<file path="src/rtl/fifo_pkg.sv">
`default_nettype none
// ============================================================================
// Module      : fifo_pkg
// Description : Shared types and helpers for the parametrised FIFO.
// Revision    : 1.0 - initial release
// ============================================================================
package fifo_pkg;

    // Read-port behaviour of the FIFO
    typedef enum logic {
        FIFO_STD  = 1'b0,   // registered read, data one cycle after pop
        FIFO_FWFT = 1'b1    // head word shown combinationally
    } fifo_mode_e;

    // Pointer width: memory index bits plus one wrap bit
    function automatic int fifo_ptr_width(input int depth);
        return $clog2(depth) + 1;
    endfunction

endpackage
`default_nettype wire

</file>
<file path="src/rtl/fifo_mem.sv">
`default_nettype none
// ============================================================================
// Module      : fifo_mem
// Description : FIFO storage array, one synchronous write port and one
//               asynchronous read port. Contents are not reset.
// Revision    : 1.0 - initial release
// ============================================================================
module fifo_mem #(
    parameter int DATA_WIDTH = 32,
    parameter int FIFO_DEPTH = 64,
    parameter int ADDR_WIDTH = $clog2(FIFO_DEPTH)
) (
    input  logic                  clk,
    input  logic                  wr_en_i,
    input  logic [ADDR_WIDTH-1:0] wr_addr_i,
    input  logic [DATA_WIDTH-1:0] wr_data_i,
    input  logic [ADDR_WIDTH-1:0] rd_addr_i,
    output logic [DATA_WIDTH-1:0] rd_data_o
);

    logic [DATA_WIDTH-1:0] mem_q [FIFO_DEPTH];

    // Store the write word on the rising edge
    always_ff @(posedge clk) begin
        if (wr_en_i) begin
            mem_q[wr_addr_i] <= wr_data_i;
        end
    end

    assign rd_data_o = mem_q[rd_addr_i];

endmodule
`default_nettype wire

</file>
<file path="src/rtl/sync_fifo_param.sv">
`default_nettype none
// ============================================================================
// Module      : sync_fifo_param
// Description : Single-clock FIFO with standard or first-word-fall-through
//               read, occupancy count, almost-full/empty thresholds and
//               sticky overflow/underflow flags. Extended pointers let all
//               FIFO_DEPTH entries be used.
// Revision    : 1.0 - initial release
// ============================================================================
module sync_fifo_param
    import fifo_pkg::*;
#(
    parameter int DATA_WIDTH = 32,
    parameter int FIFO_DEPTH = 64,
    parameter int ADDR_WIDTH = $clog2(FIFO_DEPTH),
    parameter int FWFT       = 0,
    parameter int AF_THRESH  = FIFO_DEPTH - 2,
    parameter int AE_THRESH  = 1
) (
    input  logic                  clk,
    input  logic                  reset,
    input  logic [DATA_WIDTH-1:0] data_in,
    input  logic                  write,
    input  logic                  read,
    output logic [DATA_WIDTH-1:0] data_out,
    output logic                  valid,
    output logic                  full,
    output logic                  empty,
    output logic                  almost_full,
    output logic                  almost_empty,
    output logic [ADDR_WIDTH:0]   count,
    output logic                  overflow,
    output logic                  underflow
);

    localparam int              c_ptr_w = fifo_ptr_width(FIFO_DEPTH);
    localparam fifo_mode_e      c_mode  = (FWFT != 0) ? FIFO_FWFT : FIFO_STD;
    localparam logic [c_ptr_w-1:0] c_af = c_ptr_w'(AF_THRESH);
    localparam logic [c_ptr_w-1:0] c_ae = c_ptr_w'(AE_THRESH);

    // Elaboration-time parameter sanity
    generate
        if ((FIFO_DEPTH < 2) || ((FIFO_DEPTH & (FIFO_DEPTH - 1)) != 0)) begin : g_bad_depth
            $error("sync_fifo_param: FIFO_DEPTH must be a power of two >= 2");
        end
        if (ADDR_WIDTH != $clog2(FIFO_DEPTH)) begin : g_bad_addr
            $error("sync_fifo_param: ADDR_WIDTH is derived and must not be overridden");
        end
        if ((AF_THRESH < 1) || (AF_THRESH > FIFO_DEPTH)) begin : g_bad_af
            $error("sync_fifo_param: AF_THRESH out of range 1..FIFO_DEPTH");
        end
        if ((AE_THRESH < 0) || (AE_THRESH > FIFO_DEPTH - 1)) begin : g_bad_ae
            $error("sync_fifo_param: AE_THRESH out of range 0..FIFO_DEPTH-1");
        end
        if ((FWFT != 0) && (FWFT != 1)) begin : g_bad_fwft
            $error("sync_fifo_param: FWFT must be 0 or 1");
        end
    endgenerate

    logic [c_ptr_w-1:0]    w_ptr_q, w_ptr_d;
    logic [c_ptr_w-1:0]    r_ptr_q, r_ptr_d;
    logic                  overflow_q, overflow_d;
    logic                  underflow_q, underflow_d;
    logic                  w_wr_acc;
    logic                  w_rd_acc;
    logic [DATA_WIDTH-1:0] w_rd_data;

    // Status decoded from current pointers only; same-cycle traffic never
    // changes what this cycle's flags say
    assign empty        = (w_ptr_q == r_ptr_q);
    assign full         = (w_ptr_q[c_ptr_w-1] != r_ptr_q[c_ptr_w-1]) &&
                          (w_ptr_q[c_ptr_w-2:0] == r_ptr_q[c_ptr_w-2:0]);
    assign count        = w_ptr_q - r_ptr_q;
    assign almost_full  = (count >= c_af);
    assign almost_empty = (count <= c_ae);
    assign overflow     = overflow_q;
    assign underflow    = underflow_q;

    assign w_wr_acc = write && !full;
    assign w_rd_acc = read  && !empty;

    // Pointer advance and sticky error accumulation
    always_comb begin
        w_ptr_d     = w_ptr_q;
        r_ptr_d     = r_ptr_q;
        overflow_d  = overflow_q  | (write && full);
        underflow_d = underflow_q | (read && empty);
        if (w_wr_acc) begin
            w_ptr_d = w_ptr_q + 1'b1;
        end
        if (w_rd_acc) begin
            r_ptr_d = r_ptr_q + 1'b1;
        end
    end

    // Pointer and error-flag registers, discarded immediately on reset
    always_ff @(posedge clk or posedge reset) begin
        if (reset) begin
            w_ptr_q     <= '0;
            r_ptr_q     <= '0;
            overflow_q  <= 1'b0;
            underflow_q <= 1'b0;
        end else begin
            w_ptr_q     <= w_ptr_d;
            r_ptr_q     <= r_ptr_d;
            overflow_q  <= overflow_d;
            underflow_q <= underflow_d;
        end
    end

    fifo_mem #(
        .DATA_WIDTH (DATA_WIDTH),
        .FIFO_DEPTH (FIFO_DEPTH),
        .ADDR_WIDTH (ADDR_WIDTH)
    ) u_mem (
        .clk       (clk),
        .wr_en_i   (w_wr_acc),
        .wr_addr_i (w_ptr_q[c_ptr_w-2:0]),
        .wr_data_i (data_in),
        .rd_addr_i (r_ptr_q[c_ptr_w-2:0]),
        .rd_data_o (w_rd_data)
    );

    generate
        if (c_mode == FIFO_FWFT) begin : g_fwft
            // Head word is always on the output; read pops it
            assign data_out = w_rd_data;
            assign valid    = !empty;
        end else begin : g_std
            logic [DATA_WIDTH-1:0] data_out_q, data_out_d;
            logic                  valid_q, valid_d;

            // Capture the head word on an accepted read, else hold data
            always_comb begin
                data_out_d = data_out_q;
                valid_d    = 1'b0;
                if (w_rd_acc) begin
                    data_out_d = w_rd_data;
                    valid_d    = 1'b1;
                end
            end

            // Registered read-data stage
            always_ff @(posedge clk or posedge reset) begin
                if (reset) begin
                    data_out_q <= '0;
                    valid_q    <= 1'b0;
                end else begin
                    data_out_q <= data_out_d;
                    valid_q    <= valid_d;
                end
            end

            assign data_out = data_out_q;
            assign valid    = valid_q;
        end
    endgenerate

endmodule
`default_nettype wire

</file>
<file path="config.mk">
export PLATFORM = sky130hd
export DESIGN_NAME = sync_fifo_param
export DESIGN_NICKNAME = d
export VERILOG_FILES = /design/src/rtl/fifo_pkg.sv /design/src/rtl/fifo_mem.sv /design/src/rtl/sync_fifo_param.sv
export SDC_FILE = /design/constraint.sdc
export NUM_CORES = 2
export LEC_CHECK = 0
export CORE_MARGIN = 2
export CORE_UTILIZATION = 50
export DETAILED_ROUTE_END_ITERATION = 10
export PLACE_DENSITY = 0.62
export SLEW_MARGIN = 20
export SYNTH_ARGS = -nofsm -noshare
export SYNTH_HDL_FRONTEND = slang
export SYNTH_SLANG_ARGS = --single-unit
export TNS_END_PERCENT = 30
</file>
<file path="constraint.sdc">
create_clock -name clk -period 5.6 [get_ports clk]
set_input_delay 1.12 -clock clk [delete_from_list [all_inputs] [get_ports clk]]
set_output_delay 1.12 -clock clk [all_outputs]
set_load 0.05 [all_outputs]
</file>
# Yosys cells after proc, flatten, opt, wreduce, memory -nomap -nowiden
# Memory sizes are Yosys's and may differ from the RTL's. A register that Yosys moved wholly into a read port is not among the register bits.
# Index checks and enable logic that the tools add are counted.
[word_totals]
ff_bits = 17
ramBits = 2048
inputBits = 36
out_inout_bits = 46
n_memories = 1
[mem_list]
columns = ["memory", "words", "word_bits", "rd", "rd_clocked_by_memory_dff", "write_ports", "line_no", "rtl"]
rows = [
  ["u_mem.mem_q", 64, 32, 1, 1, 1, "fifo_mem.sv:21", "logic [DATA_WIDTH-1:0] mem_q [FIFO_DEPTH];"],
]
[op_classes]
n_addsub = 3
n_lt_le_gt_ge = 2
n_eq_ne = 3
muxes = 3
n_bitwise = 2
reduce_logical = 7
[ops]
columns = ["cell", "n"]
rows = [
  ["adder 7 x 1 -> 7 bit, second input constant", 2],
  ["equality test 7 bit", 1],
  [">= comparator 7 x 6 -> 1 bit, second input constant", 1],
  ["<= comparator 7 x 1 -> 1 bit, second input constant", 1],
  ["subtractor 7 bit", 1],
  ["equality test 6 bit", 1],
  ["logical AND 1 bit", 5],
  ["two-way mux 1 bit", 3],
  ["logical NOT 1 bit", 2],
  ["bitwise OR 1 bit", 2],
  ["!= test 1 bit", 1],
]

# Depth between registers and ports, before layout
[depth]
depth_word = 6
ltp_mapped = 13
ltp_nobuf = 9

# By module
# A second synthesis with hierarchy kept.
[hier_totals]
cells_unflattened = 3544
area_unflattened_um2 = 80209.4
[by_module_without_submodules]
columns = ["module", "n_inst", "cells_per_inst", "area_each_um2", "seq_area_each_um2"]
rows = [
  ["fifo_mem", 1, 3292, 77874.7, 61499.0],
  ["sync_fifo_param", 1, 252, 2334.7, 1226.2],
]

# Worst setup path before layout
# OpenSTA, ideal clock, no wires.
[synth_timing]
path_kind = "register to output"
startpoint = "reg r_ptr_q[1]"
endpoint = "out almost_empty"
arrival_time_ns = 4.268
slack_ns = 0.212
path_stages_with_launch = 13
path_buffers = 4
path_cell_list = "dfrtp_1 > buf_2 > buf_2 > buf_4 > buf_2 > inv_1 > ha_1 > nor2b_1 > o21ai_0 > a21boi_0 > o211ai_1 > nand3_1 > nor4_1"
[synth_via]
elab_chain_cells = 2
[synth_lines]
columns = ["item", "line_no", "rtl"]
rows = [
  ["from (decl)", "sync_fifo_param.sv:61", "logic [c_ptr_w-1:0] r_ptr_q, r_ptr_d;"],
  ["from (signal assigned)", "sync_fifo_param.sv:105", "r_ptr_q <= r_ptr_d;"],
  ["subtractor 7 bit", "sync_fifo_param.sv:73", "assign count = w_ptr_q - r_ptr_q;"],
  ["via count[5]", "sync_fifo_param.sv:31", "output logic [ADDR_WIDTH:0] count,"],
  ["<= comparator 7 x 1 -> 1 bit", "sync_fifo_param.sv:75", "assign almost_empty = (count <= c_ae);"],
  ["to (decl)", "sync_fifo_param.sv:30", "output logic almost_empty,"],
]
# The timed path passes the listed nets, and every way through them passes these cells.

# Worst setup path in the final report
[layout_timing]
startpoint = "reg w_ptr_q[0]"
endpoint = "out almost_empty"
[layout_via]
elab_chain_cells = 2
[layout_lines]
columns = ["item", "line_no", "rtl"]
rows = [
  ["from (decl)", "sync_fifo_param.sv:60", "logic [c_ptr_w-1:0] w_ptr_q, w_ptr_d;"],
  ["from (signal assigned)", "sync_fifo_param.sv:104", "w_ptr_q <= w_ptr_d;"],
  ["subtractor 7 bit", "sync_fifo_param.sv:73", ""],
  ["<= comparator 7 x 1 -> 1 bit", "sync_fifo_param.sv:75", ""],
]
# No other way between the ends.

==> flow_summary.toml <==
[floorplanning]
dieWidth_um = 406.3
row_count = 147
die_area_mm2 = 0.1651
die_height_um = 406.3
initial_utilization = 0.5040
design.core.area_mm2 = 0.1606
ios = 82

[routing]
dr.pass1.iters = 6
drt_iter0_drc = 4387
wire_per_inst_um = 30.04
vias = 40246
wl_mm = 196.0
ant_nets = 0
avgViaCountPerCell = 6.168
drc = 0

[timing]
fmax_ghz = 0.2044
rsz0062_at_grt = "no"
timing.final.ws_setup_ns = 0.7077
finalCritPeriodShare = 0.8736
finClkSkew_ns = 0.02182
fin_tns_setup_ns = 0
setup_viol = 0
hold_violations = 0
period_minus_slack_ns = 4.892
max_slew.worst_pin.slew_ns = 1.175
maxSlewHeadroom = 0.2144
slew_viol_final = 0

[grt]
antenna_found_initial = 2
grt_pass1_vias = 39780
grt_pass1_wl_mm = 284.9
overflow = 0
grt_max_degree = 134
track_usage = 0.2403

[clock_network]
post_cts_resized = 0
cts_tree = "done"
post_cts_buffers = 0
htreeDepth = 4
cts_buffer_depth = 3
cts.clk_slew.worst_paths_ns = 0.06
hold_buffers = 0
clock_latency_ns = 0.82
clkSinkCount = 2097
cts_buffers = 206
cts_root_buf = "clkbuf_16"

[finish]
mostFrequentLayoutCell = "edfxtp_1"
multi_input_area_mm2 = 0.01718
finalNonFillerCells = 6525
fillers = 11839
diodes = 0
area_growth_pct = 12.50
drive_above_1_share = 0.1908
final_cell_mix = "edfxtp_1 (2048), mux2i_1 (496), mux4_2 (277)"
seq_area_mm2 = 0.06274
fin_nets = 4236
design_area_mm2 = 0.09104

[setup_path]
critPathKind = "flip-flop to output pin"
crit_required_ns = 4.48
crit_arrival_ns = 3.77
max_stage_delay_ns = 0.44
crit_slowest_cell = "dfrtp_1"
start_kind = "flip-flop"
crit_chain = "inv_1 -> ha_1 -> fa_1 -> nor2b_1 -> o21ai_0 -> a21boi_0 -> nor2_1 -> or3_1 -> nor4_1 -> buf_12"
critPathCaptureType = "output pin"
crit_fanout = 6

[synth]
synth_top_family_by_area = "multiplexers"
synthFlopType = "edfxtp_1"
ys_seq_elements = 2097
yosysWarnings = 0
synthDistinctLibCells = 61
synth_cells = 3982
synth-compound-area-share = 0.04259
synthArstFlopShare = 0.02337
avgSynthCellArea_um2 = 20.32
synth-edff-count = 2048
synth-xor-area-share = 0.001407
synthAdderAreaFrac = 0.001484
ys_seq_area_frac = 0.7751
syn-cell-area_mm2 = 0.08093
yosys.area_share.simple = 0.02120
synth.net_count = 4027
synthMuxAreaShare = 0.1387

[job]
drv_cap = 0

[placement]
place_area_mm2 = 0.08464
io_buffers = 81
place_ws_ns = 1.174
gp_congestion = 0.8042
dp_cells = 6143
dp_hpwl_mm = 111.2

[pwr]
power.leakage_nw = 29.57
ir_drop_uv = 884.4
power_density_mw_per_mm2 = 492.5

[worst_hold_path]
hold_path.class = "flip-flop to flip-flop"

[outcome]
outcome = "completed"
[metal layers]
metal	routed length, um	GRT usage	vias up
li1	-	-	16960
met3	14150	0.03914	262
met4	4233	0.06196	0
met5	0	0	-
met2	92600	0.3714	1657
met1	85060	0.3590	21367
[metrics by stage]
stage | hold WS (ns) | util | power [W]
finish | 0.4585 | 0.5670 | 0.04483
global route | 0.4775 | 0.5670 | 0.04650
CTS | 0.4640 | 0.5667 | 0.04506
detailed placement | 0.4459 | 0.5271 | 0.03203
global placement | 0.4547 | 0.5268 | 0.03195
floorplan | 0.4604 | - | 0.02772
[where the power goes]
part	leakage (nW)	internal [W]	switching [W]
sequential	19.0	0.0179	0.000350
combinational	7.48	0.00504	0.00839
clock	3.11	0.00745	0.00568
[cells by family (layout without fill, tap and decap cells)]
kind of cell / count (synthesis) / count (layout)
mux: 775 / 775
compound gates: 472 / 472
simple gates: 373 / 373
xor+xnor: 13 / 13
fa+ha+maj: 9 / 9
flops: 2097 / 2097
buf+inv: 243 / 626
[worst max-delay path: cells and delay by family, from the launching register on]
family / cells / cell delay (ns)
AOI/OAI and AO/OA: 2 / 0.46
adders and majority gates: 2 / 0.62
buffers and inverters: 2 / 0.33
DFF: 1 / 0.44
and+or+nand+nor: 4 / 1.11
[final cells by class]
cell class	instances	area share
Inverter	14	0.0005910
Clock inverter	106	0.008974
Timing Repair Buffer	230	0.02221
Clock buffer	276	0.06079
Tap cell	2160	0.02969
Multi-Input combinational cell	1642	0.1887
Sequential cell	2097	0.6891
[state kept, by name (all words and copies together), names as in the netlist]
register	flops
r_ptr_q	7
underflow	1
u_mem.mem_q	2048
w_ptr_q	7
data_out	32
valid	1
overflow	1
[worst paths after layout]
check	from	to	slack, ns	depth (start not counted)
setup / recovery	w_ptr_q[0]	almost_empty	0.71	10
hold / removal	underflow	underflow	0.46	1
setup reg to reg	r_ptr_q[4]	u_mem.mem_q[44][13]	1.55	10
hold reg to reg	underflow	underflow	0.46	1
max in group asynchronous	reset	valid	3.99	3
min in group asynchronous	reset	data_out[8]	0.69	2
[synthesized netlist by cell type, drive strengths merged, types with 3 or more instances]
cell type,count,area [um^2]
a31oi,31,193.9
nand3,100,500.5
mux2i,496,4965
dfrtp,49,1226
a211o,4,35.03
and2,3,18.77
and3,3,18.77
mux4,277,6238
xor2,5,43.79
nand3b,5,37.54
edfxtp,2048,61500
o22ai,30,187.7
nor2b,8,50.05
inv,12,45.04
o32a,12,120.1
a21oi,45,225.2
a22o,23,201.4
clkbuf,72,271.5
buf,157,1256
a22oi,196,1471
ha,8,100.1
nor3,7,35.03
o221ai,22,192.7
a311oi,3,26.28
a211oi,51,397.9
nand4,24,150.1
xnor2,8,70.07
nand2,108,405.4
a221oi,12,111.4
o22a,11,96.34
nor2,100,380.4
or3b,3,26.28
o21ai,23,115.1
Note: power is estimated with default switching activity, not from simulation.
